**src/rtl/hazard_control_unit_pkg.sv**
```systemverilog
// Shared definitions for the hazard control unit and the forwarding unit:
// FSM encodings, forward-select bit indices and the shadow-entry layout.
package hazard_control_unit_pkg;

  typedef enum logic {
    ST_RUN      = 1'b0,
    ST_DIV_BUSY = 1'b1
  } hcu_state_t;

  localparam int FWD_OP1     = 0;
  localparam int FWD_OP2     = 1;
  localparam int SHADOW_RD_W = 5;

  typedef struct packed {
    logic                   valid;
    logic [SHADOW_RD_W-1:0] rd;
    logic                   regwrite;
    logic                   memread;
    logic                   div;
  } shadow_entry_t;

  localparam shadow_entry_t SHADOW_EMPTY = '{
    valid:    1'b0,
    rd:       {SHADOW_RD_W{1'b0}},
    regwrite: 1'b0,
    memread:  1'b0,
    div:      1'b0
  };

  function automatic shadow_entry_t make_entry(
    input logic                   valid,
    input logic [SHADOW_RD_W-1:0] rd,
    input logic                   regwrite,
    input logic                   memread,
    input logic                   div
  );
    shadow_entry_t e;
    e.valid    = valid;
    e.rd       = rd;
    e.regwrite = regwrite;
    e.memread  = memread;
    e.div      = div;
    return e;
  endfunction

endpackage

```
**src/rtl/hazard_control_unit_if.sv**
```systemverilog
// ID-stage decode fields in, stall/bubble and forwarding selects out.
interface hazard_control_unit_if #(
  parameter int REG_ADDR_W = 5
);
  logic                  id_valid;
  logic [REG_ADDR_W-1:0] id_rs1_addr;
  logic [REG_ADDR_W-1:0] id_rs2_addr;
  logic [REG_ADDR_W-1:0] id_rd_addr;
  logic                  id_reg_write_en;
  logic                  id_mem_read;
  logic                  id_div_op;
  logic                  flush;
  logic                  stall;
  logic                  ex_hold;
  logic                  bubble;
  logic [1:0]            mem_forward_en;
  logic [1:0]            wb_forward_en;
  logic                  div_busy;

  modport master (
    output id_valid, id_rs1_addr, id_rs2_addr, id_rd_addr,
           id_reg_write_en, id_mem_read, id_div_op, flush,
    input  stall, ex_hold, bubble, mem_forward_en, wb_forward_en, div_busy
  );

  modport slave (
    input  id_valid, id_rs1_addr, id_rs2_addr, id_rd_addr,
           id_reg_write_en, id_mem_read, id_div_op, flush,
    output stall, ex_hold, bubble, mem_forward_en, wb_forward_en, div_busy
  );
endinterface

```
**src/rtl/hazard_control_unit_shadow_entry.sv**
```systemverilog
// Match comparator: a shadow entry supplies a source operand when it is a
// valid, register-writing instruction whose non-x0 rd equals rs.
module hazard_control_unit_shadow_entry #(
  parameter int ADDR_W = 5
) (
  input  logic              valid,
  input  logic              regwrite,
  input  logic [ADDR_W-1:0] rd,
  input  logic [ADDR_W-1:0] rs,
  output logic              match
);

  assign match = valid && regwrite && (rd != {ADDR_W{1'b0}}) && (rd == rs);

endmodule

```
**src/rtl/hazard_control_unit.sv**
```systemverilog
// Pipeline hazard sequencer: tracks EX/MEM destination shadows, produces
// registered forwarding selects, load-use stall, flush bubble and divide hold.
module hazard_control_unit
  import hazard_control_unit_pkg::*;
#(
  parameter int DIV_CYCLES = 32,
  parameter int REG_ADDR_W = 5
) (
  input  logic                  clk,
  input  logic                  reset,
  hazard_control_unit_if.slave  hz
);

  localparam int              CNT_W     = (DIV_CYCLES > 1) ? $clog2(DIV_CYCLES) : 1;
  localparam logic            DIV_ENTER = (DIV_CYCLES > 1);
  localparam logic [CNT_W-1:0] DIV_LOAD = CNT_W'(DIV_CYCLES - 1);
  localparam logic [CNT_W-1:0] CNT_ONE  = CNT_W'(1);
  localparam logic [CNT_W-1:0] CNT_ZERO = CNT_W'(0);

  hcu_state_t        state_r;
  logic [CNT_W-1:0]  div_cnt_r;
  shadow_entry_t     ex_r;
  shadow_entry_t     mem_r;
  logic [1:0]        mem_fwd_r;
  logic [1:0]        wb_fwd_r;

  logic [REG_ADDR_W-1:0] rs_s [2];
  logic [1:0]            ex_match_s;
  logic [1:0]            mem_match_s;
  logic                  load_use_s;
  logic                  stall_s;
  logic                  ex_hold_s;
  logic                  bubble_s;
  logic                  unused_fields_s;

  assign rs_s[FWD_OP1] = hz.id_rs1_addr;
  assign rs_s[FWD_OP2] = hz.id_rs2_addr;

  for (genvar op = 0; op < 2; op++) begin : g_match
    hazard_control_unit_shadow_entry #(.ADDR_W(REG_ADDR_W)) u_ex_cmp (
      .valid    (ex_r.valid),
      .regwrite (ex_r.regwrite),
      .rd       (ex_r.rd),
      .rs       (rs_s[op]),
      .match    (ex_match_s[op])
    );
    hazard_control_unit_shadow_entry #(.ADDR_W(REG_ADDR_W)) u_mem_cmp (
      .valid    (mem_r.valid),
      .regwrite (mem_r.regwrite),
      .rd       (mem_r.rd),
      .rs       (rs_s[op]),
      .match    (mem_match_s[op])
    );
  end

  assign load_use_s = (state_r == ST_RUN) && hz.id_valid && !hz.flush &&
                      ex_r.memread && (|ex_match_s);

  // Pipeline-register hold/bubble controls for the current cycle.
  always_comb begin
    stall_s   = 1'b0;
    ex_hold_s = 1'b0;
    bubble_s  = 1'b0;
    if (reset) begin
      stall_s   = 1'b0;
      ex_hold_s = 1'b0;
      bubble_s  = 1'b0;
    end else if (state_r == ST_DIV_BUSY) begin
      stall_s   = 1'b1;
      ex_hold_s = 1'b1;
      bubble_s  = 1'b1;
    end else if (hz.flush) begin
      bubble_s  = 1'b1;
    end else if (load_use_s) begin
      stall_s   = 1'b1;
      bubble_s  = 1'b1;
    end else begin
      stall_s   = 1'b0;
    end
  end

  // Sequencer state, shadow entries and registered forwarding selects.
  always_ff @(posedge clk) begin
    if (reset) begin
      state_r   <= ST_RUN;
      div_cnt_r <= CNT_ZERO;
      ex_r      <= SHADOW_EMPTY;
      mem_r     <= SHADOW_EMPTY;
      mem_fwd_r <= 2'b00;
      wb_fwd_r  <= 2'b00;
    end else begin
      case (state_r)
        ST_RUN: begin
          mem_r <= ex_r;
          if (hz.flush || load_use_s) begin
            ex_r      <= SHADOW_EMPTY;
            mem_fwd_r <= 2'b00;
            wb_fwd_r  <= 2'b00;
          end else begin
            ex_r      <= make_entry(hz.id_valid, hz.id_rd_addr, hz.id_reg_write_en,
                                    hz.id_mem_read, hz.id_div_op);
            mem_fwd_r <= ex_match_s;
            // MEM has priority so an operand never selects both sources.
            wb_fwd_r  <= mem_match_s & ~ex_match_s;
            if (DIV_ENTER && hz.id_valid && hz.id_div_op) begin
              state_r   <= ST_DIV_BUSY;
              div_cnt_r <= DIV_LOAD;
            end
          end
        end
        ST_DIV_BUSY: begin
          mem_r     <= SHADOW_EMPTY;
          mem_fwd_r <= 2'b00;
          wb_fwd_r  <= 2'b00;
          div_cnt_r <= div_cnt_r - CNT_ONE;
          if (div_cnt_r == CNT_ONE) begin
            state_r <= ST_RUN;
          end
        end
        default: begin
          state_r   <= ST_RUN;
          div_cnt_r <= CNT_ZERO;
          ex_r      <= SHADOW_EMPTY;
          mem_r     <= SHADOW_EMPTY;
          mem_fwd_r <= 2'b00;
          wb_fwd_r  <= 2'b00;
        end
      endcase
    end
  end

  // Shadow fields kept for the forwarding unit's view but not needed here.
  assign unused_fields_s = ^{ex_r.div, mem_r.memread, mem_r.div};

  assign hz.stall          = stall_s;
  assign hz.ex_hold        = ex_hold_s;
  assign hz.bubble         = bubble_s;
  assign hz.mem_forward_en = mem_fwd_r;
  assign hz.wb_forward_en  = wb_fwd_r;
  assign hz.div_busy       = (state_r == ST_DIV_BUSY);

endmodule

```
**src/flat_wrapper.sv**
```systemverilog
// flat-port wrapper written by rule: the top's interface ports become plain ports
module hazard_control_unit_flat import hazard_control_unit_pkg::*;
#(
  parameter int DIV_CYCLES = 32,
  parameter int REG_ADDR_W = 5
)
  (clk, reset, hz_id_valid, hz_id_rs1_addr, hz_id_rs2_addr, hz_id_rd_addr, hz_id_reg_write_en, hz_id_mem_read, hz_id_div_op, hz_flush, hz_stall, hz_ex_hold, hz_bubble, hz_mem_forward_en, hz_wb_forward_en, hz_div_busy);
  hazard_control_unit_if #(.REG_ADDR_W(REG_ADDR_W)) hz_i ();
  input  logic clk;
  input  logic reset;
  input wire logic [$bits(hz_i.id_valid)-1:0] hz_id_valid;
  input wire logic [$bits(hz_i.id_rs1_addr)-1:0] hz_id_rs1_addr;
  input wire logic [$bits(hz_i.id_rs2_addr)-1:0] hz_id_rs2_addr;
  input wire logic [$bits(hz_i.id_rd_addr)-1:0] hz_id_rd_addr;
  input wire logic [$bits(hz_i.id_reg_write_en)-1:0] hz_id_reg_write_en;
  input wire logic [$bits(hz_i.id_mem_read)-1:0] hz_id_mem_read;
  input wire logic [$bits(hz_i.id_div_op)-1:0] hz_id_div_op;
  input wire logic [$bits(hz_i.flush)-1:0] hz_flush;
  output wire logic [$bits(hz_i.stall)-1:0] hz_stall;
  output wire logic [$bits(hz_i.ex_hold)-1:0] hz_ex_hold;
  output wire logic [$bits(hz_i.bubble)-1:0] hz_bubble;
  output wire logic [$bits(hz_i.mem_forward_en)-1:0] hz_mem_forward_en;
  output wire logic [$bits(hz_i.wb_forward_en)-1:0] hz_wb_forward_en;
  output wire logic [$bits(hz_i.div_busy)-1:0] hz_div_busy;
  assign hz_i.id_valid = hz_id_valid;
  assign hz_i.id_rs1_addr = hz_id_rs1_addr;
  assign hz_i.id_rs2_addr = hz_id_rs2_addr;
  assign hz_i.id_rd_addr = hz_id_rd_addr;
  assign hz_i.id_reg_write_en = hz_id_reg_write_en;
  assign hz_i.id_mem_read = hz_id_mem_read;
  assign hz_i.id_div_op = hz_id_div_op;
  assign hz_i.flush = hz_flush;
  assign hz_stall = hz_i.stall;
  assign hz_ex_hold = hz_i.ex_hold;
  assign hz_bubble = hz_i.bubble;
  assign hz_mem_forward_en = hz_i.mem_forward_en;
  assign hz_wb_forward_en = hz_i.wb_forward_en;
  assign hz_div_busy = hz_i.div_busy;
  hazard_control_unit #(.DIV_CYCLES(DIV_CYCLES), .REG_ADDR_W(REG_ADDR_W)) u_core (.clk(clk), .reset(reset), .hz(hz_i));
endmodule
```
**config.mk**
```make
export PLATFORM = sky130hd
export DESIGN_NAME = hazard_control_unit_flat
export DESIGN_NICKNAME = d
export VERILOG_FILES = /design/src/rtl/hazard_control_unit_pkg.sv /design/src/rtl/hazard_control_unit_if.sv /design/src/rtl/hazard_control_unit_shadow_entry.sv /design/src/rtl/hazard_control_unit.sv /design/src/flat_wrapper.sv
export SDC_FILE = /design/constraint.sdc
export NUM_CORES = 1
export LEC_CHECK = 0
export CAP_MARGIN = 10
export CORE_MARGIN = 2
export CORE_UTILIZATION = 51
export DETAILED_ROUTE_END_ITERATION = 6
export GPL_TIMING_DRIVEN = 0
export HOLD_SLACK_MARGIN = 0.08
export MAX_ROUTING_LAYER = met4
export PLACE_DENSITY = 0.83
export SETUP_SLACK_MARGIN = 0.1
export SLEW_MARGIN = 25
export SYNTH_ARGS = -nofsm -noshare
export SYNTH_HDL_FRONTEND = slang
export SYNTH_SLANG_ARGS = --single-unit
```
**constraint.sdc**
```tcl
create_clock -name clk -period 4.2 [get_ports clk]
set_clock_uncertainty 0.15 [all_clocks]
set_input_delay 0.63 -clock clk [delete_from_list [all_inputs] [get_ports clk]]
set_output_delay 0.63 -clock clk [all_outputs]
set_load 0.02 [all_outputs]
```
# Word level (Yosys, flattened, before mapping)
# Cells that the tools add are included.
[word_totals]
reg_bits = 26
input_bits = 22
wordCells = 64
[classes]
add_sub_neg = 1
eq_ne = 7
mux = 22
n_bitwise = 3
reduce_logical = 19
[op_table]
columns = ["cell", "count"]
rows = [
  ["equality test 5 bit", 4],
  ["one-hot mux 9 bit (2 select lines)", 1],
  ["logical AND 1 bit", 13],
  ["two-way mux 1 bit", 12],
  ["two-way mux 5 bit", 2],
  ["one-hot mux 5 bit (2 select lines)", 1],
  ["nonzero test 5 bit", 2],
  ["two-way mux 9 bit", 1],
  ["one-hot mux 2 bit (2 select lines)", 2],
  ["equality test 5 x 1 -> 1 bit (second input constant)", 1],
  ["subtractor 5 x 1 -> 5 bit (second input constant)", 1],
  ["two-way mux 2 bit", 2],
  ["inequality test 2 bit (second input constant)", 2],
  ["bitwise AND 2 bit", 1],
  ["NOT 2 bit", 1],
  ["one-hot mux 1 bit (2 select lines)", 1],
  ["AND reduction 2 bit", 1],
  ["OR reduction 2 bit", 1],
  ["logical NOT 1 bit", 1],
  ["logical OR 1 bit", 1],
  ["NOT 1 bit", 1],
]

# Depth between registers and ports, before layout
# Gate-level depths: netlist of run 1.
[depth]
word_depth = 9
depth_mapped = 6
depth_no_buf = 6

# By module
# A second synthesis of run 1 with hierarchy kept.
[hier_totals]
hier_cells = 139
area_unflattened_um2 = 1302.5
[modules_own_cells]
columns = ["mod", "instances", "cells_per_inst", "area_each_um2", "seq_area_each_um2"]
rows = [
  ["hazard_control_unit", 1, 99, 997.2, 500.5],
  ["hazard_control_unit_shadow_entry", 4, 10, 76.3, 0.0],
]

# Least setup slack after synthesis of run 1
# OpenSTA, ideal clock, no wires.
[synth_timing]
path_type = "input-to-output"
startpoint = "in hz_id_rs2_addr[3]"
endpoint = "out hz_bubble"
t_arrival_ps = 1867
path_slack_ps = 1553
path_stages = 5
path_cell_list = "xor2_1 -> nor4_1 -> a22o_1 -> nand2_1 -> a21oi_1"
[synth_via]
elab_chain_len = 8
[synth_rtl]
columns = ["item", "line", "rtl"]
rows = [
  ["from (decl)", "flat_wrapper.sv:13", "input wire logic [$bits(hz_i.id_rs2_addr)-1:0] hz_id_rs2_addr;"],
  ["equality test 5 bit", "hazard_control_unit_shadow_entry.sv:13", "assign match = valid && regwrite && (rd != {ADDR_W{1'b0}}) && (rd == rs);"],
  ["logical AND 1 bit", "hazard_control_unit_shadow_entry.sv:13", ""],
  ["OR reduction 2 bit", "hazard_control_unit.sv:57", "ex_r.memread && (|ex_match_s);"],
  ["logical AND 1 bit", "hazard_control_unit.sv:57", ""],
  ["two-way mux 1 bit", "hazard_control_unit.sv:74", "end else if (load_use_s) begin"],
  ["two-way mux 1 bit", "hazard_control_unit.sv:72", "end else if (hz.flush) begin"],
  ["two-way mux 1 bit", "hazard_control_unit.sv:68", "end else if (state_r == ST_DIV_BUSY) begin"],
  ["two-way mux 1 bit", "hazard_control_unit.sv:64", "if (reset) begin"],
  ["to (decl)", "flat_wrapper.sv:21", "output wire logic [$bits(hz_i.bubble)-1:0] hz_bubble;"],
]
# Every way passes these cells.

# Worst setup path in the final report of run 1
[layout_timing]
startpoint = "in hz_id_rs1_addr[2]"
endpoint = "out hz_stall"
[layout_via]
elab_chain_len = 8
[layout_rtl]
columns = ["item", "line", "rtl"]
rows = [
  ["from (decl)", "flat_wrapper.sv:12", "input wire logic [$bits(hz_i.id_rs1_addr)-1:0] hz_id_rs1_addr;"],
  ["equality test 5 bit", "hazard_control_unit_shadow_entry.sv:13", ""],
  ["logical AND 1 bit", "hazard_control_unit_shadow_entry.sv:13", ""],
  ["OR reduction 2 bit", "hazard_control_unit.sv:57", ""],
  ["logical AND 1 bit", "hazard_control_unit.sv:57", ""],
  ["two-way mux 1 bit", "hazard_control_unit.sv:74", ""],
  ["two-way mux 1 bit", "hazard_control_unit.sv:72", ""],
  ["two-way mux 1 bit", "hazard_control_unit.sv:68", ""],
  ["two-way mux 1 bit", "hazard_control_unit.sv:64", ""],
  ["to (decl)", "flat_wrapper.sv:19", "output wire logic [$bits(hz_i.stall)-1:0] hz_stall;"],
]
# Every way passes these cells.

==> results.sh, run 1 <==
export IMPL_async_flop_share=0
export IMPL_grt_start_max_net_pins=14
export IMPL_cts_buffers=3
export IMPL_grt_usage=0.222
export IMPL_die_area_um2=2670
export IMPL_yosysUniqueCellTypes=31
export IMPL_finalWorstSetupSlack_ps=463
export IMPL_cp_arrival_ps=2960
export IMPL_nFillCells=169
export IMPL_seq_area_frac_synth=0.431
export IMPL_clkLatencyLatePin_ps=310
export IMPL_finalInstanceArea_um2=1510
export IMPL_syn_area_um2=1160
export IMPL_slew_violations=0
export IMPL_cp_start_kind="input pin"
export IMPL_post_cts_setup_buffers=0
export IMPL_hold_buffers=0
export IMPL_critPathMaxFanout=5
export IMPL_ys_ff_latch=25
export IMPL_rows=17
export IMPL_cp_top_family="buffers and inverters"
export IMPL_drtAntennaViolNets=0
export IMPL_htreeDepth=1
export IMPL_dp_slack_ps=484
export IMPL_setup_violations=0
export IMPL_dpl_instance_area_um2=1490
export IMPL_syn_num_nets=143
export IMPL_cts_sinks=25
export IMPL_path_clk_slew_ps=120
export IMPL_vias=1011
export IMPL_status="finished, final reports clean"
export IMPL_place_congestion=0.879
export IMPL_die_w_um=51.7
export IMPL_io_pins=30
export IMPL_drtIter0Drc=26
export IMPL_end_kind="primary output"
export IMPL_tightest_slew_ps=574
export IMPL_final_layout_size_suffix_gt1_frac=0.0395
export IMPL_crit_chain="clkdlybuf4s50_1 -> xor2_1 -> nor4_1 -> a22o_1 -> nand2_1 -> a21oi_1 -> clkdlybuf4s50_1"
export IMPL_fp_coreArea_um2=2190
export IMPL_fmax_mhz=268
export IMPL_vdd_ir_drop_max_mv=0.250
export IMPL_grt_overflow=0
export IMPL_drtPass1Iterations=4
export IMPL_synth_top_area_frac=0.431
export IMPL_synth_cells=119
export IMPL_tns_ps=0
export IMPL_nNetsFinal=177
export IMPL_hp_class="flop to flop"
export IMPL_area_delta_synth_final_pct=30.3
export IMPL_post_route_min_period_ps=3740
export IMPL_cap_violations=0
export IMPL_path_common_cell="clkdlybuf4s50_1"
export IMPL_ctsResizeCount=0
export IMPL_drt_wirelength_per_cell_um=14.6
export IMPL_cp_slowest_cell="clkdlybuf4s50_1"
export IMPL_diodes=0
export IMPL_drc=0
export IMPL_drt_vias_per_instance=5.62
export IMPL_crit_buf_inv=2
export IMPL_fp_dieH_um=51.7
export IMPL_grt_pass1_vias=997
export IMPL_power_density_nw_per_um2=295
export IMPL_synthFlopType="dfxtp_1"
export IMPL_cp_required_ps=3420
export IMPL_synth_edf_count=0
export IMPL_reg2reg_slack_ps=1940
export IMPL_port_buffers=29
export IMPL_final_cell_count_no_fill=180
export IMPL_finalCritPeriodShare=0.890
export IMPL_leakagePower_nw=0.597
export IMPL_finalHoldViolCount=0
export IMPL_synth_area_leaders="dfxtp_1 43%, xor2_1 11%, xnor2_1 6.8%, a22o_1 6.0%, and2_1 3.8%"
export IMPL_critPathMaxStageDelay_ps=620
export IMPL_cts_tree="done"
export IMPL_dp_cells=176
export IMPL_maxSlewHeadroom=0.616
export IMPL_grt_pass1_wl_um=4220
export IMPL_dp_hpwl_um=2110
export IMPL_worst_setup_path_type="input pin to primary output"
export IMPL_clockRootBuffer="clkbuf_4"
export IMPL_start_util=0.529
export IMPL_cts_path_max_buffers=2
export IMPL_ys_warn_count=0
export IMPL_synth_area_leader_cell="dfxtp_1"
export IMPL_drt_wl_total_um=2620
export IMPL_synth_area_per_cell_um2=9.75
export IMPL_grt_antenna_before_repair=0
export IMPL_grt_setup_unrepaired="no"
-- layout by cell type, fill, tap and decap left out --
cell type | netlist | routed
clkdlybuf4s50_1 | 0 | 29
dfxtp_1 | 25 | 25
xor2_1 | 14 | 14
xnor2_1 | 9 | 9
a22o_1 | 8 | 8
nor2_1 | 7 | 7
and2_1 | 7 | 7
nor4_1 | 6 | 6
nand2_1 | 5 | 5
a21oi_1 | 5 | 5
nor3_1 | 4 | 4
inv_1 | 3 | 3
nand3_1 | 3 | 3
clkbuf_4 | 0 | 3
or4_1 | 2 | 2
clkbuf_1 | 1 | 2
a41o_1 | 2 | 2
o21a_1 | 2 | 2
ha_1 | 2 | 2
o211ai_2 | 1 | 1
nor2b_1 | 1 | 1
nor4bb_1 | 1 | 1
buf_2 | 1 | 1
or3_1 | 1 | 1
a21oi_2 | 1 | 1
a22oi_1 | 1 | 1
o211ai_1 | 1 | 1
a211o_1 | 1 | 1
a32o_1 | 1 | 1
nor4b_1 | 1 | 1
nand2b_1 | 1 | 1
nor3b_1 | 1 | 1
a31oi_1 | 1 | 1
-- final cells by class --
class | count | area [um^2] | share of cell area
multi-input cells | 89 | 639 | 0.423
flip-flops and latches | 25 | 500 | 0.331
repair buffers | 29 | 290 | 0.192
well taps | 28 | 35.0 | 0.0232
clock buffers | 4 | 26.3 | 0.0174
inverters | 3 | 11.3 | 0.00745
plain buffers | 2 | 8.76 | 0.00579
-- worst register-to-register path: stages, from the launching register on --
cell and delay, ps:
dfxtp_1 400, or4_1 570, o211ai_2 270, nor4bb_1 90
buf_2 170, a22oi_1 300, nor3b_1 230
-- per-stage QoR --
step                      hold slack, ps   util  power, mW
after floorplan                      290      -      0.310
after global placement               326  0.678      0.345
after detailed placement             331  0.678      0.350
after CTS                            360  0.690      0.447
after global routing                 371  0.690      0.468
final                                360  0.690      0.446
-- state kept, by name, indices dropped and copies added, names as in the netlist --
signal / count
u_core.mem_r: 7
u_core.hz.wb_forward_en: 2
u_core.div_cnt_r: 5
u_core.ex_r: 8
u_core.hz.div_busy: 1
u_core.hz.mem_forward_en: 2
-- worst paths after layout --
| check | cells past startpoint | end | from |
|---|---|---|---|
| worst max-delay path | 7 | hz_stall | hz_id_rs1_addr[2] |
| worst min-delay path | 1 | u_core.mem_r[8] | u_core.ex_r[8] |
| worst max register to register | 6 | u_core.hz.div_busy | u_core.ex_r[3] |
| worst min register to register | 1 | u_core.mem_r[8] | u_core.ex_r[8] |
-- metal layers --
metal / track usage / vias up / part of all wire
li1: - / 496 / -
met1: 0.250 / 472 / 0.44
met2: 0.393 / 37 / 0.50
met3: 0.0345 / 6 / 0.045
met4: 0.0921 / 0 / 0.016
met5: - / - / 0
-- report_power, final --
group	internal [mW]	switching (mW)
combinational	0.0471	0.0364
sequential	0.248	0.0134
clock	0.0371	0.0640
-- synth_stat cells (2+ instances only) --
master and n:
a22o_1 8, nand2_1 5, dfxtp_1 25, nor2_1 7
inv_1 3, xor2_1 14, nor3_1 4, a21oi_1 5
a41o_1 2, xnor2_1 9, or4_1 2, nand3_1 3
o21a_1 2, nor4_1 6, ha_1 2, and2_1 7
-- logic make-up after synthesis --
logic type / count (synthesis) / share of synthesized area
buffers and inverters: 5 / 0.0173
xor gates and xnor gates: 23 / 0.174
AOI/OAI and AO/OA: 24 / 0.165
DFF: 25 / 0.431
adders and majority gates: 2 / 0.0216
and+or+nand+nor: 40 / 0.191
(Power assumes the default switching activity.)
==> inputs of run 2 (changes only) <==
- ABC_CLOCK_PERIOD_IN_PS: unset -> 4200
==> results of run 2 <==
Final layout, timing and power as in run 1 (identical DEF).
==> inputs of run 3 (changes only) <==
- ABC_CLOCK_PERIOD_IN_PS: 4200 -> 3300
- CORE_UTILIZATION: 51 -> 43
- PLACE_DENSITY: 0.83 -> 0.75
- clock period: 4.2 -> 3.3 ns (I/O delays scaled with it)
==> run 3 against run 2 <==
Setup slack worse by 180 ps. Core utilization down 8.1 points. Critical path depth fell by 3. Hold slack worse by 8.1 ps. Power is 28% higher. Wire length decreased by 5.1%. Clock-buffer cell count is 1 lower. Sequential cell count unchanged. Largest cell class unchanged. Highest routed layer unchanged.
==> results.sh, run 3 (same netlist as run 1, synthesis figures left out) <==
export IMPL_drt_wl_total_um=2490
export IMPL_finalCritPeriodShare=0.913
export IMPL_critPathMaxStageDelay_ps=720
export IMPL_drtPass1Iterations=4
export IMPL_end_kind="primary output"
export IMPL_drt_wirelength_per_cell_um=13.6
export IMPL_grt_overflow=0
export IMPL_nNetsFinal=178
export IMPL_fp_dieH_um=55.9
export IMPL_path_clk_slew_ps=120
export IMPL_die_w_um=55.9
export IMPL_layout_commonest_cell="clkdlybuf4s50_1"
export IMPL_leakagePower_nw=0.614
export IMPL_clockRootBuffer="clkbuf_4"
export IMPL_dp_hpwl_um=1930
export IMPL_htreeDepth=1
export IMPL_area_delta_synth_final_pct=32.4
export IMPL_clkLatencyLatePin_ps=310
export IMPL_grt_pass1_vias=928
export IMPL_dpl_instance_area_um2=1490
export IMPL_cp_start_kind="input pin"
export IMPL_finalWorstSetupSlack_ps=286
export IMPL_multiInputGateArea_um2=654
export IMPL_tns_ps=0
export IMPL_path_common_cell="clkdlybuf4s50_1"
export IMPL_cts_sinks=25
export IMPL_vdd_ir_drop_max_mv=0.214
export IMPL_final_layout_size_suffix_gt1_frac=0.0719
export IMPL_place_congestion=0.816
export IMPL_cp_required_ps=2650
export IMPL_largest_reg_flops=8
export IMPL_start_util=0.460
export IMPL_cap_violations=0
export IMPL_worst_setup_path_type="input pin to primary output"
export IMPL_slew_violations=0
export IMPL_largest_register="u_core.ex_r"
export IMPL_final_cell_count_no_fill=183
export IMPL_seqCellArea_um2=500
export IMPL_diodes=0
export IMPL_grt_antenna_before_repair=0
export IMPL_dp_slack_ps=-139
export IMPL_status="finished, final reports clean"
export IMPL_setup_violations=0
export IMPL_drtAntennaViolNets=0
export IMPL_crit_buf_inv=3
export IMPL_grt_pass1_wl_um=4170
export IMPL_grt_start_max_net_pins=15
export IMPL_finalHoldViolCount=0
export IMPL_cts_path_max_buffers=2
export IMPL_drtIter0Drc=24
export IMPL_drt_vias_per_instance=5.31
export IMPL_tightest_slew_ps=578
export IMPL_mostFrequentLayoutCells="27 x clkdlybuf4s50_1, 25 x dfxtp_1, 14 x xor2_1"
export IMPL_io_pins=30
export IMPL_cp_slowest_cell="clkdlybuf4s50_1"
export IMPL_top_regs="u_core.ex_r: 8 flops, u_core.mem_r: 7 flops, u_core.div_cnt_r: 5 flops"
export IMPL_cp_arrival_ps=2370
export IMPL_die_area_um2=3130
export IMPL_rows=18
export IMPL_finalInstanceArea_um2=1540
export IMPL_grt_setup_unrepaired="no"
export IMPL_critPathMaxFanout=10
export IMPL_hp_class="flop to flop"
export IMPL_cts_tree="done"
export IMPL_crit_chain="clkdlybuf4s50_1 -> clkbuf_1 -> nor2_1 -> clkdlybuf4s50_1"
export IMPL_dp_cells=178
export IMPL_power_density_nw_per_um2=371
export IMPL_cp_top_family="buffers and inverters"
export IMPL_post_route_min_period_ps=3010
export IMPL_cts_buffers=3
export IMPL_fmax_mhz=332
export IMPL_vias=972
export IMPL_nFillCells=228
export IMPL_fp_coreArea_um2=2520
export IMPL_port_buffers=29
export IMPL_grt_usage=0.175
export IMPL_hold_slack_ps=352
export IMPL_maxSlewHeadroom=0.614
export IMPL_drc=0
-- run 3: cell types whose count changed in the layout (fill, tap and decap cells not counted), sizes merged --
cell,before,now
buf,1,2
clkbuf,5,4
clkdlybuf4s50,29,27
clkinv,0,1
dlygate4sd2,0,2
-- run 3: path summary, 6_finish.rpt --
path / endpoint / slack [ps] / start / cells past startpoint
max reg2reg: u_core.hz.wb_forward_en[1] / 1100 / u_core.ex_r[3] / 6
max: hz_ex_hold / 290 / reset / 4
min reg2reg: u_core.ex_r[1] / 350 / u_core.ex_r[1] / 1
min: u_core.ex_r[1] / 350 / u_core.ex_r[1] / 1
-- run 3: area by class of cell --
| cell class | count | area share |
|---|---|---|
| Timing Repair Buffer | 30 | 0.192 |
| Multi-Input combinational cell | 89 | 0.426 |
| Buffer | 2 | 0.00570 |
| Tap cell | 30 | 0.0244 |
| Clock inverter | 1 | 0.00326 |
| Sequential cell | 25 | 0.326 |
| Inverter | 3 | 0.00733 |
| Clock buffer | 3 | 0.0147 |
-- run 3: repair_timing --
item	CTS	global route
resized for setup	5	0
buffers inserted	1	0
hold buffers	0	0
endpoints found under the setup margin	2	0
-- run 3: routing by layer --
layer  up-vias  wire (um)  part of all wire  track usage
li1        497          -                 -            -
met1       447       1170              0.47        0.222
met2        24       1180              0.47        0.272
met3         4         87             0.035       0.0233
met4         0         50             0.020       0.0952
met5         -          0                 0            -
-- run 3: power breakdown --
group,switching [mW],total (mW),internal (mW)
Clock,0.0843,0.130,0.0452
Combinational,0.0473,0.108,0.0606
Sequential,0.0166,0.333,0.316
-- run 3: metrics by stage --
step,util,total power [mW]
after floorplan,-,0.395
after global placement,0.590,0.440
after detailed placement,0.590,0.443
after CTS,0.609,0.574
after global routing,0.609,0.605
final,0.609,0.570
